`config.mk`:
```
export PLATFORM = sky130hd
export DESIGN_NAME = sort_read_master_flat
export DESIGN_NICKNAME = d
export VERILOG_FILES = /design/src/rtl/sort_read_master_pkg.sv /design/src/rtl/sort_read_master_if.sv /design/src/rtl/sort_fifo.sv /design/src/rtl/sort_read_master.sv /design/src/flat_wrapper.sv
export SDC_FILE = /design/constraint.sdc
export NUM_CORES = 1
export LEC_CHECK = 0
export CORE_MARGIN = 10
export CORE_UTILIZATION = 30
export DETAILED_ROUTE_END_ITERATION = 8
export GPL_TIMING_DRIVEN = 0
export RECOVER_POWER = 100
export SLEW_MARGIN = 20
export SYNTH_ARGS = -nofsm -noshare
export SYNTH_HDL_FRONTEND = slang
export SYNTH_SLANG_ARGS = --single-unit
export TNS_END_PERCENT = 5
```
`constraint.sdc`:
```
create_clock -name clock -period 5.44 [get_ports clock]
set_input_delay 1.088 -clock clock [delete_from_list [all_inputs] [get_ports clock]]
set_output_delay 1.088 -clock clock [all_outputs]
set_load 0.005 [all_outputs]
```
`src/rtl/sort_read_master_pkg.sv`:
```
// rtl/sort_read_master_pkg.sv - shared types, default widths and helpers for the sort read master
// Purpose: FSM state encoding, default parameter values and the address stride helper
//          used by the read master, its FIFO and its bus interface.
// Ports:   none (package).
package sort_read_master_pkg;

  localparam int DEF_ADDR_W     = 32;
  localparam int DEF_DATA_W     = 32;
  localparam int DEF_LEN_W      = 16;
  localparam int DEF_FIFO_DEPTH = 8;

  typedef enum logic [1:0] {
    ST_IDLE  = 2'd0,
    ST_ISSUE = 2'd1,
    ST_DRAIN = 2'd2,
    ST_DONE  = 2'd3
  } state_e;

  // Byte distance between consecutive words on the bus.
  function automatic int addr_stride(input int data_w);
    return data_w / 8;
  endfunction

endpackage

```
`src/rtl/sort_read_master_if.sv`:
```
// rtl/sort_read_master_if.sv - Avalon-MM read bus plus sorter stream bundle
// Purpose: groups the Avalon-MM master signals and the valid/ready output stream.
// Ports (master view):
//   m_address/m_read out, m_waitrequest/m_readdata/m_readdatavalid in,
//   out_data/out_valid out, out_ready in. The slave modport is the mirror image.
interface sort_read_master_if
  import sort_read_master_pkg::*;
#(
  parameter int ADDR_W = DEF_ADDR_W,
  parameter int DATA_W = DEF_DATA_W
);

  logic [ADDR_W-1:0] m_address;
  logic              m_read;
  logic              m_waitrequest;
  logic [DATA_W-1:0] m_readdata;
  logic              m_readdatavalid;
  logic [DATA_W-1:0] out_data;
  logic              out_valid;
  logic              out_ready;

  modport master (
    output m_address, m_read,
    input  m_waitrequest, m_readdata, m_readdatavalid,
    output out_data, out_valid,
    input  out_ready
  );

  modport slave (
    input  m_address, m_read,
    output m_waitrequest, m_readdata, m_readdatavalid,
    input  out_data, out_valid,
    output out_ready
  );

endinterface

```
`src/rtl/sort_fifo.sv`:
```
// rtl/sort_fifo.sv - synchronous first-word fall-through FIFO for returned read data
// Purpose: buffers read beats; rd_data always shows the head entry while !empty.
// Ports:
//   clock, reset (async active-high)
//   wr_en, wr_data   push side (push while full is accepted only together with a pop)
//   rd_en, rd_data   pop side (rd_en while empty is ignored)
//   empty, full, count  occupancy status
module sort_fifo
  import sort_read_master_pkg::*;
#(
  parameter int DATA_W = DEF_DATA_W,
  parameter int DEPTH  = DEF_FIFO_DEPTH
) (
  input  logic                     clock,
  input  logic                     reset,
  input  logic                     wr_en,
  input  logic [DATA_W-1:0]        wr_data,
  input  logic                     rd_en,
  output logic [DATA_W-1:0]        rd_data,
  output logic                     empty,
  output logic                     full,
  output logic [$clog2(DEPTH):0]   count
);

  localparam int PTR_W = $clog2(DEPTH);
  localparam int CNT_W = PTR_W + 1;

  logic [DATA_W-1:0] mem_q [DEPTH];
  logic [PTR_W-1:0]  wr_ptr_q, wr_ptr_d;
  logic [PTR_W-1:0]  rd_ptr_q, rd_ptr_d;
  logic [CNT_W-1:0]  count_q, count_d;
  logic              push, pop;

  always_comb begin
    pop      = rd_en && (count_q != '0);
    // A full FIFO can still take a write when the head leaves in the same cycle.
    push     = wr_en && ((count_q != CNT_W'(DEPTH)) || pop);
    wr_ptr_d = wr_ptr_q + PTR_W'(push);
    rd_ptr_d = rd_ptr_q + PTR_W'(pop);
    count_d  = count_q + CNT_W'(push) - CNT_W'(pop);
  end

  always_ff @(posedge clock or posedge reset) begin
    if (reset) begin
      wr_ptr_q <= '0;
      rd_ptr_q <= '0;
      count_q  <= '0;
    end else begin
      wr_ptr_q <= wr_ptr_d;
      rd_ptr_q <= rd_ptr_d;
      count_q  <= count_d;
    end
  end

  // Storage needs no reset: nothing is visible until count_q says so.
  always_ff @(posedge clock) begin
    if (push) begin
      mem_q[wr_ptr_q] <= wr_data;
    end
  end

  assign rd_data = mem_q[rd_ptr_q];
  assign empty   = (count_q == '0);
  assign full    = (count_q == CNT_W'(DEPTH));
  assign count   = count_q;

endmodule

```
`src/rtl/sort_read_master.sv`:
```
// rtl/sort_read_master.sv - Avalon-MM read master streaming a word block to the sorter
// Purpose: on start, issues pipelined reads from base_addr for word_count words,
//          buffers returns in a FIFO and presents them on a valid/ready stream.
// Ports:
//   clock, reset (async active-high)
//   start, base_addr, word_count   transfer request (sampled when idle)
//   busy, done                     transfer status; done is a 1-cycle pulse
//   bus (master)                   Avalon-MM read bus and output stream
module sort_read_master
  import sort_read_master_pkg::*;
#(
  parameter int ADDR_W     = DEF_ADDR_W,
  parameter int DATA_W     = DEF_DATA_W,
  parameter int LEN_W      = DEF_LEN_W,
  parameter int FIFO_DEPTH = DEF_FIFO_DEPTH
) (
  input  logic               clock,
  input  logic               reset,
  input  logic               start,
  input  logic [ADDR_W-1:0]  base_addr,
  input  logic [LEN_W-1:0]   word_count,
  output logic               busy,
  output logic               done,
  sort_read_master_if.master bus
);

  localparam int CNT_W = $clog2(FIFO_DEPTH) + 1;
  localparam int SUM_W = CNT_W + 1;
  localparam logic [ADDR_W-1:0] STRIDE = ADDR_W'(addr_stride(DATA_W));

  state_e            state_q, state_d;
  logic [ADDR_W-1:0] addr_q, addr_d;
  logic [LEN_W-1:0]  len_q, len_d;
  logic [LEN_W-1:0]  issued_q, issued_d;
  logic [LEN_W-1:0]  received_q, received_d;
  logic [CNT_W-1:0]  outstanding_q, outstanding_d;

  logic [CNT_W-1:0]  fifo_count;
  logic              fifo_empty;
  logic              fifo_full;
  logic              credit_ok;
  logic              read_req;
  logic              accept;
  logic              beat;

  always_comb begin
    state_d       = state_q;
    addr_d        = addr_q;
    len_d         = len_q;
    issued_d      = issued_q;
    received_d    = received_q;
    outstanding_d = outstanding_q;

    // Every request in flight owns a FIFO slot, so returns can never overflow.
    // The sum can only shrink while a request is stalled, which keeps m_read
    // stable under waitrequest.
    credit_ok = !fifo_full &&
                ((SUM_W'(outstanding_q) + SUM_W'(fifo_count)) < SUM_W'(FIFO_DEPTH));
    read_req  = (state_q == ST_ISSUE) && credit_ok;
    accept    = read_req && !bus.m_waitrequest;
    beat      = bus.m_readdatavalid && ((state_q == ST_ISSUE) || (state_q == ST_DRAIN));

    if (accept) begin
      addr_d   = addr_q + STRIDE;
      issued_d = issued_q + LEN_W'(1);
    end
    if (beat) begin
      received_d = received_q + LEN_W'(1);
    end
    outstanding_d = outstanding_q + CNT_W'(accept) - CNT_W'(beat);

    case (state_q)
      ST_IDLE: begin
        if (start) begin
          addr_d        = base_addr;
          len_d         = word_count;
          issued_d      = '0;
          received_d    = '0;
          outstanding_d = '0;
          state_d       = (word_count == '0) ? ST_DONE : ST_ISSUE;
        end
      end
      ST_ISSUE: begin
        if (accept && ((issued_q + LEN_W'(1)) == len_q)) begin
          state_d = ST_DRAIN;
        end
      end
      ST_DRAIN: begin
        // Finish only once the sorter has taken the last word.
        if ((received_q == len_q) && fifo_empty) begin
          state_d = ST_DONE;
        end
      end
      ST_DONE: begin
        state_d = ST_IDLE;
      end
      default: begin
        state_d = ST_IDLE;
      end
    endcase
  end

  always_ff @(posedge clock or posedge reset) begin
    if (reset) begin
      state_q       <= ST_IDLE;
      addr_q        <= '0;
      len_q         <= '0;
      issued_q      <= '0;
      received_q    <= '0;
      outstanding_q <= '0;
    end else begin
      state_q       <= state_d;
      addr_q        <= addr_d;
      len_q         <= len_d;
      issued_q      <= issued_d;
      received_q    <= received_d;
      outstanding_q <= outstanding_d;
    end
  end

  sort_fifo #(
    .DATA_W (DATA_W),
    .DEPTH  (FIFO_DEPTH)
  ) u_fifo (
    .clock   (clock),
    .reset   (reset),
    .wr_en   (beat),
    .wr_data (bus.m_readdata),
    .rd_en   (bus.out_ready),
    .rd_data (bus.out_data),
    .empty   (fifo_empty),
    .full    (fifo_full),
    .count   (fifo_count)
  );

  assign bus.m_read    = read_req;
  assign bus.m_address = addr_q;
  assign bus.out_valid = !fifo_empty;
  assign busy          = (state_q == ST_ISSUE) || (state_q == ST_DRAIN);
  assign done          = (state_q == ST_DONE);

endmodule

```
`src/flat_wrapper.sv`:
```
// flat-port wrapper written by rule: the top's interface ports become plain ports
module sort_read_master_flat import sort_read_master_pkg::*;
#(
  parameter int ADDR_W     = DEF_ADDR_W,
  parameter int DATA_W     = DEF_DATA_W,
  parameter int LEN_W      = DEF_LEN_W,
  parameter int FIFO_DEPTH = DEF_FIFO_DEPTH
)
  (clock, reset, start, base_addr, word_count, busy, done, bus_m_address, bus_m_read, bus_m_waitrequest, bus_m_readdata, bus_m_readdatavalid, bus_out_data, bus_out_valid, bus_out_ready);
  sort_read_master_if #(.ADDR_W(ADDR_W), .DATA_W(DATA_W)) bus_i ();
  input  logic clock;
  input  logic reset;
  input  logic start;
  input  logic [ADDR_W-1:0] base_addr;
  input  logic [LEN_W-1:0] word_count;
  output logic busy;
  output logic done;
  output wire logic [$bits(bus_i.m_address)-1:0] bus_m_address;
  output wire logic [$bits(bus_i.m_read)-1:0] bus_m_read;
  input wire logic [$bits(bus_i.m_waitrequest)-1:0] bus_m_waitrequest;
  input wire logic [$bits(bus_i.m_readdata)-1:0] bus_m_readdata;
  input wire logic [$bits(bus_i.m_readdatavalid)-1:0] bus_m_readdatavalid;
  output wire logic [$bits(bus_i.out_data)-1:0] bus_out_data;
  output wire logic [$bits(bus_i.out_valid)-1:0] bus_out_valid;
  input wire logic [$bits(bus_i.out_ready)-1:0] bus_out_ready;
  assign bus_m_address = bus_i.m_address;
  assign bus_m_read = bus_i.m_read;
  assign bus_i.m_waitrequest = bus_m_waitrequest;
  assign bus_i.m_readdata = bus_m_readdata;
  assign bus_i.m_readdatavalid = bus_m_readdatavalid;
  assign bus_out_data = bus_i.out_data;
  assign bus_out_valid = bus_i.out_valid;
  assign bus_i.out_ready = bus_out_ready;
  sort_read_master #(.ADDR_W(ADDR_W), .DATA_W(DATA_W), .LEN_W(LEN_W), .FIFO_DEPTH(FIFO_DEPTH)) u_core (.clock(clock), .reset(reset), .start(start), .base_addr(base_addr), .word_count(word_count), .busy(busy), .done(done), .bus(bus_i));
endmodule
```
Yosys cells after proc, flatten, opt, wreduce, memory -nomap -nowiden. Memories as Yosys holds them, arrays and structs flattened. Index checks and enable logic that the tools add are counted. W data, S select, Z words.

Memories kept: 1. Word-level logic and storage cells: 68. Register bits: 96. Bits in writable memories: 256. Output and inout bits: 68. Input bits: 86.

Memory list: u_core.u_fifo.mem_q (words 8, bits a word 32, rd ports 1, clocked after memory_dff 0, wr ports 1, RTL line sort_fifo.sv:28) `logic [DATA_W-1:0] mem_q [DEPTH];`.

Add/sub/neg operators: 10. Equality and inequality tests: 10. Muxes and demuxes: 18. Reduce and logical (&&, ||, !) cells: 19. $lt $le $gt $ge: 1.

Operators by type and width (count): $mux W16 (6); $mux W32 (3); $add A16 B1 Y16 const B (2); $add A32 B3 Y32 const B (1); $eq A16 B16 Y1 (2); $logic_not A16 Y1 (1); $add A4 B1 Y4 (2); $logic_and A1 B1 Y1 (8); $mux W2 (4); $mux W4 (2); $pmux W2 S4 (1); $sub A4 B1 Y4 (2); $add A3 B1 Y3 (2); $add A4 B4 Y5 (1); $lt A5 B4 Y1 const B (1); $eq A2 B2 Y1 const B (2); $eq A4 B4 Y1 const B (1); $logic_not A4 Y1 (1); $ne A2 B2 Y1 const B (2); $ne A4 B4 Y1 const B (1); $reduce_bool A4 Y1 (1); $logic_not A1 Y1 (3); $reduce_and A3 Y1 (1); $eq A2 B1 Y1 const B (1); other kinds (5) (7).

Depth between registers and ports, before layout.
Depth after elaboration: 9. Depth in mapped cells: 12. Mapped depth without buffers: 12.

Hierarchy. Synthesis repeated with hierarchy kept, for this count alone.

Cells, all modules: 999. Area total of the unflattened synthesis: 15423.5 sq um.

Modules (own cells, without submodules): sort_fifo (times used 1, sequential area each 7937.6 sq um, area each 10359.9 sq um, cells each 424); sort_read_master (times used 1, sequential area each 2152.1 sq um, area each 5063.6 sq um, cells each 575).

Least setup slack after synthesis. Ideal clock, no wire load.

Kind: input to register. From: in bus_m_readdatavalid. To: mem u_core.u_fifo.mem_q[0][0] (netlist bit) (enable). Arrival: 3719 ps. Setup slack: 1260 ps. Required time: 4979 ps. Stages on the path: 4. Buffers on the path: 0. Library setup time: 461 ps. Cell sequence: nand2_1 -> a21oi_1 -> nand2b_1 -> nor3_1.

Cells in the longest elaborated chain, start to end: 4.

RTL lines: start, declared (RTL line flat_wrapper.sv:22) `input wire logic [$bits(bus_i.m_readdatavalid)-1:0] bus_m_readdatavalid;`; $logic_and A1 B1 Y1 (RTL line sort_read_master.sv:61) `beat = bus.m_readdatavalid && ((state_q == ST_ISSUE) || (state_q == ST_DRAIN));`; $logic_and A1 B1 Y1 (RTL line sort_fifo.sv:37) `push = wr_en && ((count_q != CNT_W'(DEPTH)) || pop);`; $mux W1 (RTL line sort_fifo.sv:57) `if (push) begin`; $mux W1 (not written as such) (RTL line sort_fifo.sv:58) `mem_q[wr_ptr_q] <= wr_data;`; end, declared (RTL line sort_fifo.sv:28).

Every way passes these cells.

Final worst setup path.
From: reg u_core.u_fifo.rd_ptr_q[0]. To: out bus_out_data[1].

Cells in the longest elaborated chain, start to end: 1.

RTL lines: start, declared (RTL line sort_fifo.sv:30) `logic [PTR_W-1:0] rd_ptr_q, rd_ptr_d;`; start signal, assigned (RTL line sort_fifo.sv:50) `rd_ptr_q <= rd_ptr_d;`; $mem_v2 Z8 W32; end, declared (RTL line flat_wrapper.sv:23) `output wire logic [$bits(bus_i.out_data)-1:0] bus_out_data;`.

Every way passes these cells.

==> impl_metrics.yaml <==
outcome:
  status: "complete, but fails checks"
  violations: "capacitance limit, slew limit"
power_and_ir_drop:
  vdd_drop_max_v: 0.0002743
  p_leak_nw: 6.718
  p_per_area_nw_per_um2: 507.6
floorplan:
  rows: 82
  initial_core_util: 0.3031
  die_y_um: 244.9
  pin_count: 154
  die_w_um: 244.9
  dieArea_um2: 59970
  core_area_um2: 50070
timing:
  fmax_ghz: 0.2146
  whs_ps: 484.9
  fin_crit_sh: 0.8565
  setup_viol: 0
  finalMaxSlewViolations: 140
  hold_violations: 0
  grt_setup_unrepaired: "false"
  setup_ws_ps: 780.7
  fin_skew_ps: 25.36
  worst-slew-pin-transition_ps: 2024
  tns_ps: 0
  relSlewSlack: -0.3495
  min_period_ps: 4659
route:
  via_count: 8846
  avgRoutedWirePerCell_um: 19.51
  post-route-drc-count: 0
  first_pass_iters: 4
  vias_per_cell: 4.641
  antenna_left: 0
  drtIter0Drc: 512
  routed_wl_mm: 37.18
global_routing:
  grt_pass1_wl_mm: 57.75
  antenna_found_initial: 2
  grt_max_degree: 76
  grt_pass1_vias: 9486
  overflow: 0
  grt.total_usage: 0.1239
cells_and_area:
  final_cell_count_no_fill: 1906
  final_nets: 1312
  area_growth_pct: 24.19
  seq_area_um2: 10090
  n_fill_cell: 4837
  utilization: 0.3763
  multi_input_area_um2: 4730
  drive_gt1_frac: 0.1388
critical_path:
  crit_path_start_kind: "register"
  cp_common_cell: "clkbuf_1"
  cp_num_cells: 5
  critical_path_class: "register to primary output"
  slowest_delay_ps: 800
  cpLargestDelayFamily: "buffers and inverters"
  slowest_stage: "clkbuf_1"
  cp.arrival_ps: 3570
  critPathRequiredTime_ps: 4350
  cp_max_fo: 10
  ff2ff_path_depth: 7
  crit_path_end_kind: "primary output"
  critical_path_buf_inv_count: 3
  path_cells: "clkbuf_1 -> clkbuf_1 -> mux4_2 -> mux2_2 -> clkdlybuf4s50_1"
placed_design:
  place_ws_ps: 1618
  dp.cells: 1831
  portBuffers: 153
  hpwlAfterDp_mm: 25.85
  gp_congestion: 0.8023
yosys:
  synth_cell_types: 56
  synthFlopType: "edfxtp_1"
  ys_warn_count: 0
  mappedNetlistArea_um2: 15170
  netlist_instances: 987
  synth.avg_cell_area_um2: 15.37
  syn_nets: 1098
  ys_ff_latch: 352
  yosysSeqAreaShare: 0.6650
  ys_async_sr_fraction: 0.2727
  synth_edf_count: 256
clock_tree:
  cts_buffer_depth: 3
  cts_hold_buf: 0
  ctsRootBufferMaster: "clkbuf_16"
  cts_tree: "done"
  postCtsResizedCells: 0
  clk_pin_slew_worst_paths_ps: 60
  worstSkewPairLatency_ps: 570
  post_cts.repair.setup_buffers: 0
  htree_levels: 2
  cts_buffers: 40
  clkSinkCount: 352
min_path:
  worstHoldPathType: "register to register"
  hold_path_depth: 2
run:
  cap_viol_max_count: 5
==> placed cells by master, fill, tap and decap left out, types with 48 or more instances in the layout <==
cell type and count:
xor2_1 52, nand2_1 116, clkdlybuf4s50_1 82, nor2_1 62
clkbuf_1 61, edfxtp_1 256, dfrtp_1 96, xnor2_1 48
mux4_2 64, dlygate4sd3_1 71
==> worst register-to-register path: cells and delay by family, from the launching register on <==
kind	cells	cell delay [ps]
AOI/OAI and AO/OA	1	300
buffers and inverters	2	1220
and+or+nand+nor	3	1660
adders and majority gates	1	330
DFF	1	410
==> state kept, by name (all words and copies together) (netlist names) <==
| register | count |
|---|---|
| u_core.len_q | 16 |
| u_core.issued_q | 16 |
| u_core.u_fifo.wr_ptr_q | 3 |
| u_core.state_q | 2 |
| u_core.bus.m_address | 32 |
| u_core.u_fifo.count | 4 |
| u_core.outstanding_q | 4 |
| u_core.received_q | 16 |
| u_core.u_fifo.mem_q | 256 |
| u_core.u_fifo.rd_ptr_q | 3 |
==> power breakdown <==
part	switching, mW	internal, mW
Clock	1.12	1.53
Combinational	1.53	1.65
Sequential	0.352	3.38
Total	3.00	6.56
==> final cells by class <==
cell class | count | share of cell area
Antenna cell | 2 | 0.0002656
Clock inverter | 22 | 0.01262
Inverter | 25 | 0.005046
Sequential cell | 352 | 0.5355
Buffer | 44 | 0.01003
Clock buffer | 51 | 0.05584
Timing Repair Buffer | 172 | 0.08513
Tap cell | 672 | 0.04462
Multi-Input combinational cell | 566 | 0.2510
==> cell families (layout without fill, tap and decap cells) <==
kind of cell / count (synthesis) / after routing / synth area share
multiplexers: 98 / 98 / 0.1201
flip-flops: 352 / 352 / 0.6650
buffers and inverters: 69 / 314 / 0.01913
other: 0 / 2 / 0
adder cells (fa/ha/maj): 25 / 25 / 0.02161
XOR/XNOR: 100 / 100 / 0.05772
AND/OR/NAND/NOR: 285 / 285 / 0.09301
AO/OA/AOI/OAI: 58 / 58 / 0.02350
==> Yosys cell counts, drive strengths merged, types with 18 or more instances <==
cell type	instances	share of area
dfrtp	96	0.16
inv	24	0.0059
edfxtp	256	0.51
xor2	52	0.030
nor2	62	0.015
ha	23	0.019
mux4	64	0.095
clkbuf	27	0.0067
nand2	116	0.029
xnor2	48	0.028
nand4	18	0.0088
nand3	26	0.0089
o21ai	33	0.011
mux2	32	0.024
==> metrics by stage <==
stage          power, mW  area (µm²)
2_1_floorplan      5.617       15170
3_3_place_gp       7.073       17550
3_5_place_dp       7.232       17940
4_1_cts            9.944       19230
5_1_grt            10.17       18840
6_report           9.564       18840
==> metal layers <==
metal  up-vias  part of all wire  global-route usage
met2       232              0.48              0.2045
met4         0             0.018             0.02886
met3        55             0.068             0.03388
met5         -                 0                   0
met1      4470              0.43              0.1592
li1       4089                 -                   -
==> worst paths after layout <==
path	startpoint	end	slack [ps]
min in group asynchronous	reset	u_core.bus.m_address[25]	1190
setup reg to reg	u_core.state_q[0]	u_core.u_fifo.mem_q[6][15]	1090
setup / recovery	u_core.u_fifo.rd_ptr_q[0]	bus_out_data[1]	780
max in group asynchronous	reset	u_core.issued_q[2]	1770
hold reg to reg	u_core.bus.m_address[0]	u_core.bus.m_address[0]	480
hold / removal	u_core.bus.m_address[0]	u_core.bus.m_address[0]	480
(Power assumes the default switching activity.)
